### config.mk
export PLATFORM = sky130hd
export DESIGN_NAME = pipe_ctrl_unit_flat
export DESIGN_NICKNAME = d
export VERILOG_FILES = /design/src/rtl/pipe_ctrl_unit_pkg.sv /design/src/rtl/pipe_ctrl_unit_if.sv /design/src/rtl/pipe_ctrl_unit_decode.sv /design/src/rtl/pipe_ctrl_unit.sv /design/src/flat_wrapper.sv
export SDC_FILE = /design/constraint.sdc
export NUM_CORES = 1
export LEC_CHECK = 0
export BUFFER_PORTS_ARGS = -buffer_cell sky130_fd_sc_hd__buf_2
export CAP_MARGIN = 10
export CORE_AREA = 2 2 60 68
export DETAILED_ROUTE_END_ITERATION = 7
export DIE_AREA = 0 0 62 70
export HOLD_SLACK_MARGIN = 0.05
export PLACE_DENSITY = 0.75
export SLEW_MARGIN = 20
export SYNTH_ARGS = -nofsm -noshare
export SYNTH_HDL_FRONTEND = slang
export SYNTH_HIERARCHICAL = 1
export SYNTH_SLANG_ARGS = --single-unit
### constraint.sdc
create_clock -name clk -period 2.16 [get_ports clk]
set_clock_uncertainty 0.15 [all_clocks]
set_input_delay 0.216 -clock clk [delete_from_list [all_inputs] [get_ports clk]]
set_output_delay 0.216 -clock clk [all_outputs]
set_load 0.02 [all_outputs]
### src/rtl/pipe_ctrl_unit_pkg.sv
// Shared control-unit types: opcodes, ALU op codes, writeback selects and the
// MEM/WB control bundle, plus the funct3-to-ALU-op mapping shared by R/I decode.
package ctrl_pkg;

    localparam logic [6:0] OP_R     = 7'b0110011;
    localparam logic [6:0] OP_I     = 7'b0010011;
    localparam logic [6:0] OP_L     = 7'b0000011;
    localparam logic [6:0] OP_S     = 7'b0100011;
    localparam logic [6:0] OP_B     = 7'b1100011;
    localparam logic [6:0] OP_LUI   = 7'b0110111;
    localparam logic [6:0] OP_AUIPC = 7'b0010111;
    localparam logic [6:0] OP_JAL   = 7'b1101111;
    localparam logic [6:0] OP_JALR  = 7'b1100111;

    typedef enum logic [3:0] {
        ALU_ADD    = 4'd0,
        ALU_SUB    = 4'd1,
        ALU_SLL    = 4'd2,
        ALU_SLT    = 4'd3,
        ALU_SLTU   = 4'd4,
        ALU_XOR    = 4'd5,
        ALU_SRL    = 4'd6,
        ALU_SRA    = 4'd7,
        ALU_OR     = 4'd8,
        ALU_AND    = 4'd9,
        ALU_PASS_B = 4'd10,
        ALU_UNDEF  = 4'd15
    } alu_op_e;

    typedef enum logic [1:0] {
        WB_ALU  = 2'b00,
        WB_LOAD = 2'b01,
        WB_PC4  = 2'b10
    } wb_sel_e;

    typedef struct packed {
        logic    reg_write;
        logic    read_en;
        logic    write_en;
        wb_sel_e wb_sel;
    } ctrl_bundle_t;

    localparam ctrl_bundle_t BUNDLE_NOP = '{reg_write: 1'b0, read_en: 1'b0,
                                           write_en: 1'b0, wb_sel: WB_ALU};

    // alt selects SUB over ADD and SRA over SRL (funct7[5] in R/I encodings)
    function automatic alu_op_e alu_from_f3(input logic [2:0] f3, input logic alt);
        case (f3)
            3'b000:  return alt ? ALU_SUB : ALU_ADD;
            3'b001:  return ALU_SLL;
            3'b010:  return ALU_SLT;
            3'b011:  return ALU_SLTU;
            3'b100:  return ALU_XOR;
            3'b101:  return alt ? ALU_SRA : ALU_SRL;
            3'b110:  return ALU_OR;
            default: return ALU_AND;
        endcase
    endfunction

endpackage

### src/rtl/pipe_ctrl_unit_if.sv
// DE/EX control bus between the datapath (master) and pipe_ctrl_unit (slave).
interface pipe_ctrl_unit_if #(
    parameter int REG_AW  = 5,
    parameter int ALUOP_W = 4
);
    logic               instr_valid;
    logic [6:0]         opcode;
    logic [2:0]         funct3;
    logic [6:0]         funct7;
    logic [REG_AW-1:0]  rd;
    logic [REG_AW-1:0]  rs1;
    logic [REG_AW-1:0]  rs2;
    logic               br_taken;
    logic               dmem_ready;
    logic [ALUOP_W-1:0] alu_op;
    logic               sel_A;
    logic               sel_B;
    logic               fwd_a;
    logic               fwd_b;
    logic               pc_en;
    logic               flush_if;
    logic               read_en_mw;
    logic               write_en_mw;
    logic               reg_write_mw;
    logic [1:0]         wb_sel_mw;
    logic [REG_AW-1:0]  rd_mw;
    logic               illegal;
    logic               mem_timeout;

    modport master (
        output instr_valid, opcode, funct3, funct7, rd, rs1, rs2, br_taken, dmem_ready,
        input  alu_op, sel_A, sel_B, fwd_a, fwd_b, pc_en, flush_if, read_en_mw,
               write_en_mw, reg_write_mw, wb_sel_mw, rd_mw, illegal, mem_timeout
    );

    modport slave (
        input  instr_valid, opcode, funct3, funct7, rd, rs1, rs2, br_taken, dmem_ready,
        output alu_op, sel_A, sel_B, fwd_a, fwd_b, pc_en, flush_if, read_en_mw,
               write_en_mw, reg_write_mw, wb_sel_mw, rd_mw, illegal, mem_timeout
    );
endinterface

### src/rtl/pipe_ctrl_unit_decode.sv
// Combinational RV32I decoder: instruction fields to ALU op, operand selects,
// MEM/WB control bundle, illegal flag and the PC-redirect request.
module ctrl_decode
    import ctrl_pkg::*;
#(
    parameter int ALUOP_W = 4
) (
    input  logic [6:0]         opcode,
    input  logic [2:0]         funct3,
    input  logic [6:0]         funct7,
    input  logic               br_taken,
    output logic [ALUOP_W-1:0] alu_op,
    output logic               sel_a,
    output logic               sel_b,
    output logic               illegal,
    output logic               redirect,
    output ctrl_bundle_t       bundle
);
    alu_op_e op;
    logic    bad;

    always_comb begin
        op       = ALU_ADD;
        sel_a    = 1'b1;
        sel_b    = 1'b0;
        bad      = 1'b0;
        redirect = 1'b0;
        bundle   = BUNDLE_NOP;
        case (opcode)
            OP_R: begin
                sel_b            = 1'b1;
                bundle.reg_write = 1'b1;
                op  = alu_from_f3(funct3, funct7[5]);
                bad = !((funct7 == 7'b0000000) ||
                        (funct7 == 7'b0100000 && (funct3 == 3'b000 || funct3 == 3'b101)));
            end
            OP_I: begin
                bundle.reg_write = 1'b1;
                op = alu_from_f3(funct3, (funct3 == 3'b101) && funct7[5]);
                if (funct3 == 3'b001)
                    bad = (funct7 != 7'b0000000);
                else if (funct3 == 3'b101)
                    bad = !(funct7 == 7'b0000000 || funct7 == 7'b0100000);
            end
            OP_L: begin
                bundle.reg_write = 1'b1;
                bundle.read_en   = 1'b1;
                bundle.wb_sel    = WB_LOAD;
                bad = (funct3 == 3'b011) || (funct3 == 3'b110) || (funct3 == 3'b111);
            end
            OP_S: begin
                bundle.write_en = 1'b1;
                bad = (funct3 > 3'b010);
            end
            OP_B: begin
                sel_a    = 1'b0;
                redirect = br_taken;
                bad      = (funct3 == 3'b010) || (funct3 == 3'b011);
            end
            OP_LUI: begin
                op               = ALU_PASS_B;
                sel_a            = 1'b0;
                bundle.reg_write = 1'b1;
            end
            OP_AUIPC: begin
                sel_a            = 1'b0;
                bundle.reg_write = 1'b1;
            end
            OP_JAL: begin
                sel_a            = 1'b0;
                redirect         = 1'b1;
                bundle.reg_write = 1'b1;
                bundle.wb_sel    = WB_PC4;
            end
            OP_JALR: begin
                redirect         = 1'b1;
                bundle.reg_write = 1'b1;
                bundle.wb_sel    = WB_PC4;
                bad              = (funct3 != 3'b000);
            end
            default: bad = 1'b1;
        endcase
        if (bad) begin
            op       = ALU_UNDEF;
            sel_a    = 1'b0;
            sel_b    = 1'b0;
            redirect = 1'b0;
            bundle   = BUNDLE_NOP;
        end
        illegal = bad;
        alu_op  = ALUOP_W'(op);
    end

endmodule

### src/rtl/pipe_ctrl_unit.sv
// 3-stage RV32I control unit: decode, MEM/WB bundle register, forwarding,
// flush and dmem wait-state FSM. Define CTRL_PERF_CNT_EN for stall/flush counters.
module pipe_ctrl_unit
    import ctrl_pkg::*;
#(
    parameter int REG_AW   = 5,
    parameter int ALUOP_W  = 4,
    parameter int MAX_WAIT = 15
) (
    input  logic                clk,
    input  logic                rst,
    pipe_ctrl_unit_if.slave     bus
`ifdef CTRL_PERF_CNT_EN
    ,
    output logic [31:0]         stall_cnt,
    output logic [31:0]         flush_cnt
`endif
);
    localparam int CNT_W = $clog2(MAX_WAIT + 1);

    typedef enum logic {RUN = 1'b0, MEM_WAIT = 1'b1} state_e;

    state_e             state;
    logic [CNT_W-1:0]   wait_cnt;
    logic [CNT_W-1:0]   cnt_next;
    logic               mem_done;
    logic               timeout_q;
    ctrl_bundle_t       bundle_mw;
    ctrl_bundle_t       capture;
    logic [REG_AW-1:0]  rd_mw_q;
    logic [REG_AW-1:0]  rd_capture;

    ctrl_bundle_t       dec_bundle;
    logic [ALUOP_W-1:0] dec_alu_op;
    logic               dec_sel_a;
    logic               dec_sel_b;
    logic               dec_illegal;
    logic               dec_redirect;

    logic               mem_active;
    logic               enter_wait;
    logic               advance;

    ctrl_decode #(.ALUOP_W(ALUOP_W)) u_decode (
        .opcode   (bus.opcode),
        .funct3   (bus.funct3),
        .funct7   (bus.funct7),
        .br_taken (bus.br_taken),
        .alu_op   (dec_alu_op),
        .sel_a    (dec_sel_a),
        .sel_b    (dec_sel_b),
        .illegal  (dec_illegal),
        .redirect (dec_redirect),
        .bundle   (dec_bundle)
    );

    // mem_done keeps a just-completed access from re-entering MEM_WAIT while
    // its bundle is still held for the one RUN cycle before advancing.
    assign mem_active = bundle_mw.read_en | bundle_mw.write_en;
    assign enter_wait = (state == RUN) && mem_active && !bus.dmem_ready && !mem_done;
    assign advance    = (state == RUN) && !enter_wait;
    assign cnt_next   = wait_cnt + 1'b1;

    always_comb begin
        capture    = BUNDLE_NOP;
        rd_capture = '0;
        if (bus.instr_valid && !dec_illegal) begin
            capture           = dec_bundle;
            capture.reg_write = dec_bundle.reg_write && (bus.rd != '0);
            rd_capture        = bus.rd;
        end
    end

    always_ff @(posedge clk or posedge rst) begin
        if (rst) begin
            state     <= RUN;
            wait_cnt  <= '0;
            mem_done  <= 1'b0;
            timeout_q <= 1'b0;
            bundle_mw <= BUNDLE_NOP;
            rd_mw_q   <= '0;
        end else begin
            case (state)
                RUN: begin
                    if (enter_wait) begin
                        state    <= MEM_WAIT;
                        wait_cnt <= '0;
                    end else begin
                        mem_done  <= 1'b0;
                        bundle_mw <= capture;
                        rd_mw_q   <= rd_capture;
                    end
                end
                MEM_WAIT: begin
                    if (bus.dmem_ready) begin
                        state    <= RUN;
                        mem_done <= 1'b1;
                        wait_cnt <= '0;
                    end else if (cnt_next == CNT_W'(MAX_WAIT)) begin
                        state               <= RUN;
                        wait_cnt            <= '0;
                        timeout_q           <= 1'b1;
                        bundle_mw.read_en   <= 1'b0;
                        bundle_mw.write_en  <= 1'b0;
                        bundle_mw.reg_write <= 1'b0;
                    end else begin
                        wait_cnt <= cnt_next;
                    end
                end
                default: state <= RUN;
            endcase
        end
    end

    assign bus.alu_op       = dec_alu_op;
    assign bus.sel_A        = dec_sel_a;
    assign bus.sel_B        = dec_sel_b;
    assign bus.illegal      = dec_illegal;
    assign bus.pc_en        = advance;
    assign bus.flush_if     = advance && bus.instr_valid && dec_redirect;
    assign bus.fwd_a        = bundle_mw.reg_write && (rd_mw_q != '0) && (rd_mw_q == bus.rs1);
    assign bus.fwd_b        = bundle_mw.reg_write && (rd_mw_q != '0) && (rd_mw_q == bus.rs2);
    assign bus.read_en_mw   = bundle_mw.read_en;
    assign bus.write_en_mw  = bundle_mw.write_en;
    assign bus.reg_write_mw = bundle_mw.reg_write;
    assign bus.wb_sel_mw    = bundle_mw.wb_sel;
    assign bus.rd_mw        = rd_mw_q;
    assign bus.mem_timeout  = timeout_q;

`ifdef CTRL_PERF_CNT_EN
    always_ff @(posedge clk or posedge rst) begin
        if (rst) begin
            stall_cnt <= '0;
            flush_cnt <= '0;
        end else begin
            if (!advance)
                stall_cnt <= stall_cnt + 32'd1;
            if (bus.flush_if)
                flush_cnt <= flush_cnt + 32'd1;
        end
    end
`endif

endmodule

### src/flat_wrapper.sv
// flat-port wrapper written by rule: the top's interface ports become plain ports
module pipe_ctrl_unit_flat import ctrl_pkg::*;
#(
    parameter int REG_AW   = 5,
    parameter int ALUOP_W  = 4,
    parameter int MAX_WAIT = 15
)
  (clk, rst, bus_instr_valid, bus_opcode, bus_funct3, bus_funct7, bus_rd, bus_rs1, bus_rs2, bus_br_taken, bus_dmem_ready, bus_alu_op, bus_sel_A, bus_sel_B, bus_fwd_a, bus_fwd_b, bus_pc_en, bus_flush_if, bus_read_en_mw, bus_write_en_mw, bus_reg_write_mw, bus_wb_sel_mw, bus_rd_mw, bus_illegal, bus_mem_timeout);
  pipe_ctrl_unit_if #(.REG_AW(REG_AW), .ALUOP_W(ALUOP_W)) bus_i ();
  input  logic clk;
  input  logic rst;
  input wire logic [$bits(bus_i.instr_valid)-1:0] bus_instr_valid;
  input wire logic [$bits(bus_i.opcode)-1:0] bus_opcode;
  input wire logic [$bits(bus_i.funct3)-1:0] bus_funct3;
  input wire logic [$bits(bus_i.funct7)-1:0] bus_funct7;
  input wire logic [$bits(bus_i.rd)-1:0] bus_rd;
  input wire logic [$bits(bus_i.rs1)-1:0] bus_rs1;
  input wire logic [$bits(bus_i.rs2)-1:0] bus_rs2;
  input wire logic [$bits(bus_i.br_taken)-1:0] bus_br_taken;
  input wire logic [$bits(bus_i.dmem_ready)-1:0] bus_dmem_ready;
  output wire logic [$bits(bus_i.alu_op)-1:0] bus_alu_op;
  output wire logic [$bits(bus_i.sel_A)-1:0] bus_sel_A;
  output wire logic [$bits(bus_i.sel_B)-1:0] bus_sel_B;
  output wire logic [$bits(bus_i.fwd_a)-1:0] bus_fwd_a;
  output wire logic [$bits(bus_i.fwd_b)-1:0] bus_fwd_b;
  output wire logic [$bits(bus_i.pc_en)-1:0] bus_pc_en;
  output wire logic [$bits(bus_i.flush_if)-1:0] bus_flush_if;
  output wire logic [$bits(bus_i.read_en_mw)-1:0] bus_read_en_mw;
  output wire logic [$bits(bus_i.write_en_mw)-1:0] bus_write_en_mw;
  output wire logic [$bits(bus_i.reg_write_mw)-1:0] bus_reg_write_mw;
  output wire logic [$bits(bus_i.wb_sel_mw)-1:0] bus_wb_sel_mw;
  output wire logic [$bits(bus_i.rd_mw)-1:0] bus_rd_mw;
  output wire logic [$bits(bus_i.illegal)-1:0] bus_illegal;
  output wire logic [$bits(bus_i.mem_timeout)-1:0] bus_mem_timeout;
  assign bus_i.instr_valid = bus_instr_valid;
  assign bus_i.opcode = bus_opcode;
  assign bus_i.funct3 = bus_funct3;
  assign bus_i.funct7 = bus_funct7;
  assign bus_i.rd = bus_rd;
  assign bus_i.rs1 = bus_rs1;
  assign bus_i.rs2 = bus_rs2;
  assign bus_i.br_taken = bus_br_taken;
  assign bus_i.dmem_ready = bus_dmem_ready;
  assign bus_alu_op = bus_i.alu_op;
  assign bus_sel_A = bus_i.sel_A;
  assign bus_sel_B = bus_i.sel_B;
  assign bus_fwd_a = bus_i.fwd_a;
  assign bus_fwd_b = bus_i.fwd_b;
  assign bus_pc_en = bus_i.pc_en;
  assign bus_flush_if = bus_i.flush_if;
  assign bus_read_en_mw = bus_i.read_en_mw;
  assign bus_write_en_mw = bus_i.write_en_mw;
  assign bus_reg_write_mw = bus_i.reg_write_mw;
  assign bus_wb_sel_mw = bus_i.wb_sel_mw;
  assign bus_rd_mw = bus_i.rd_mw;
  assign bus_illegal = bus_i.illegal;
  assign bus_mem_timeout = bus_i.mem_timeout;
  pipe_ctrl_unit #(.REG_AW(REG_AW), .ALUOP_W(ALUOP_W), .MAX_WAIT(MAX_WAIT)) u_core (.clk(clk), .rst(rst), .bus(bus_i));
endmodule
==> results_dict.tcl <==
set metrics [dict create \
    hold_violations 0 \
    crit_type "primary input to primary output" \
    grt_pass1_wl_mm 5.637 \
    clock_path_buffers 2 \
    p_leak_nw 0.9108 \
    grt_pass1_vias 1306 \
    antenna_found_initial 0 \
    synth_nets 210 \
    start_util_pct 37.63 \
    slowest_delay_ns 0.30 \
    die_w_um 62 \
    drtIter0Drc 60 \
    grt_overflow 0 \
    firstDrtPassIters 4 \
    grt_util_all_layers_pct 16.81 \
    fin_cells 287 \
    cp.buffers_inverters 3 \
    routed_via_density 5.220 \
    wl_mm 3.570 \
    finalCritPeriodShare_pct 92.82 \
    fmax_mhz 498.8 \
    pwr-share-comb_pct 20.1 \
    cts.sinks 17 \
    maxCapViolCount 0 \
    die_h_um 70 \
    outcome "finished, final reports clean" \
    syn_inst 171 \
    ys.warnings.count 6 \
    crit_slowest_cell "o221a_2" \
    tritoncts "built" \
    antenna_left 0 \
    crit_family "compound AO/OA/AOI/OAI gates" \
    worst-endpoint-arrival_ns 1.64 \
    p_int_mw 0.5172 \
    io_pins 59 \
    synth_edf_count 0 \
    drv_slew 0 \
    syn_area_sq_um 1413 \
    worstSetupEndpointType "primary output" \
    powerDensity_nw_per_um2 379.2 \
    hold_class "primary input to flop" \
    async_flop_share_pct 100.0 \
    power_mw 0.7097 \
    placed_cells 279 \
    clkSlewWorstSetupHoldPaths_ns 0.06 \
    layout-drive-gt1-share_pct 35.32 \
    gp_congestion 0.8528 \
    final_nets 275 \
    ys_seq_area_share_pct 30.12 \
    antenna_cells 0 \
    fin_area_sq_um 1872 \
    syn_area_per_cell_sq_um 8.261 \
    rsz0062_at_grt "false" \
    crit_required_ns 1.79 \
    cts_root_buffer "clkbuf_8" \
    crit_path_start_kind "primary input" \
    finalSetupTns_ns 0 \
    num_rows 24 \
    dp_hpwl_mm 2.789 \
    core_sq_um 3754 \
    worst-path-max-fanout 8 \
    whs_ns 0.05358 \
    area_growth_pct 32.51 \
    drc_errors 0 \
    max-vdd-ir-drop_uv 188.8 \
    p_clk_share_pct 33.7 \
    switching_share_pct 27.13 \
    p_sw_mw 0.1925 \
    seq_power_share_pct 46.2 \
    clk_latency_ns 0.25 \
    htreeDepth 1 \
    via_count 1498 \
    synth.distinct_cells 54 \
    io_buffers 58 \
    synth_ff_type "dfrtp_1" \
    tightest_slew_ns 0.6475 \
    grt_max_degree 18 \
    dieArea_sq_um 4340 \
    cts_inserted_buffers 3 \
    finalSetupViolCount 0 \
    avgRoutedWirePerCell_um 12.44 \
    fin_crit_ns 2.005 \
    relSlewSlack_pct 56.79 \
    ys_ff_latch 17 \
    dpl_cell_area_sq_um 1763 \
    crit_chain "buf_2, nor4_1, nand2_1, o221a_2, a41oi_4, nand2_1, buf_4, buf_2" \
]
cells by family (layout without fill, tap and decap cells):
logic type	after synthesis	in the layout	synth area share, %
buffers and inverters	15	79	5.668
flip-flops	17	17	30.12
adder cells (fa/ha/maj)	2	2	1.771
multiplexers	1	1	0.7086
XOR/XNOR	12	12	7.440
AND/OR/NAND/NOR	91	91	37.47
AO/OA/AOI/OAI	33	33	16.83
per-stage QoR:
step	setup slack [ns]	utilization, %
final	0.1551	49.87
after global routing	0.02163	49.87
after CTS	0.04431	48.97
after detailed placement	0.04194	46.97
after global placement	0.08780	46.97
after floorplan	0.09076	-
path summary, 6_finish.rpt:
| path | start | endpoint | slack [ns] | depth (start not counted) |
|---|---|---|---|---|
| worst min-delay path | bus_rd[2] | u_core/bus.rd_mw[2]$_DFFE_PP0P_ | 0.05 | 3 |
| worst min register to register | u_core/bus.wb_sel_mw[1]$_DFFE_PP0P_ | u_core/bus.wb_sel_mw[1]$_DFFE_PP0P_ | 0.31 | 2 |
| min in group asynchronous | rst | u_core/state$_DFF_PP0_ | 0.44 | 3 |
| worst max register to register | u_core/wait_cnt[0]$_DFFE_PP0N_ | u_core/bus.write_en_mw$_DFFE_PP0P_ | 0.48 | 5 |
| worst max-delay path | bus_funct7[3] | bus_illegal | 0.16 | 8 |
| max in group asynchronous | rst | u_core/bus.rd_mw[3]$_DFFE_PP0P_ | 1.00 | 3 |
final cells by class:
type	instances	area (sq um)
fill	381	1882
inverter	6	22.52
timing repair buffer	69	380.4
clock buffer	4	45.04
multi-input combinational	139	933.4
sequential	17	425.4
tap	52	65.06
flip-flops by register name (all words and copies together), names as in the netlist:
signal	count
u_core/bus.rd_mw	5
u_core/mem_done	1
u_core/bus.write_en_mw	1
u_core/wait_cnt	4
u_core/bus.wb_sel_mw	2
u_core/state	1
u_core/bus.read_en_mw	1
u_core/bus.mem_timeout	1
u_core/bus.reg_write_mw	1
metal layers:
| metal | up-vias | part of all wire, % | track usage (%) |
|---|---|---|---|
| li1 | 750 | - | - |
| met4 | 0 | 1.8 | 7.092 |
| met5 | - | 0 | 0 |
| met3 | 5 | 5.6 | 1.111 |
| met2 | 61 | 49 | 28.82 |
| met1 | 682 | 43 | 20.74 |
cells in the final DEF, fill, tap and decap left out, drive strengths merged, types with 2 or more instances in the layout:
master	Yosys	final
a31oi	2	2
clkbuf	1	4
nor4	5	5
nand2b	2	2
nor3b	2	2
or4	2	2
nand2	32	32
dfrtp	17	17
ha	2	2
nor2b	5	5
nor3	5	5
and3	5	5
nor4b	3	3
a32oi	2	2
dlygate4sd3	0	3
a21o	2	2
nand3	20	20
xnor2	6	6
a21oi	2	2
a211o	2	2
o21ai	11	11
o22ai	2	2
xor2	6	6
buf	8	66
nor2	5	5
inv	6	6
worst reg2reg max path: stages, from the launching register on:
cell,delay (ns)
dfrtp_1,0.42
ha_1,0.19
nor2b_1,0.22
nand3_1,0.13
o22ai_1,0.29
o21ai_0,0.14
Yosys cell counts (2+ instances only):
cell type   n  area (sq um)
o21ai_0     9         45.04
nor2b_1     5         31.28
ha_1        2         25.02
nor3_1      2         10.01
nor4_1      4         25.02
or4_1       2         15.01
o22ai_1     2         12.51
xor2_1      6         52.55
a32oi_1     2         17.52
nor3b_1     2         15.01
a21o_1      2         15.01
dfrtp_1    17         425.4
nor2_1      5         18.77
a21oi_1     2         10.01
buf_4       4         30.03
buf_1       2         7.510
nor3_2      2         20.02
a211o_1     2         17.52
nand3_1    19         95.09
inv_1       5         18.77
nand2_1    32         120.1
a31oi_1     2         12.51
xnor2_1     6         52.55
and3_1      5         31.28
power by group through the flow:
stage	logic, mW	clock network, mW	registers [mW]
floorplan	0.0711	0	0.334
global placement	0.131	0	0.334
detailed placement	0.135	0	0.334
CTS	0.140	0.244	0.328
global route	0.159	0.262	0.329
finish	0.143	0.239	0.328
timing repair:
item / in CTS / in global routing
buffers inserted: 0 / 1
endpoints found under the setup margin: 0 / 7
resized for setup: 0 / 4
hold endpoints to repair: 19 / 0
hold buffers: 3 / 0
Power figures use the tool's default switching activity.
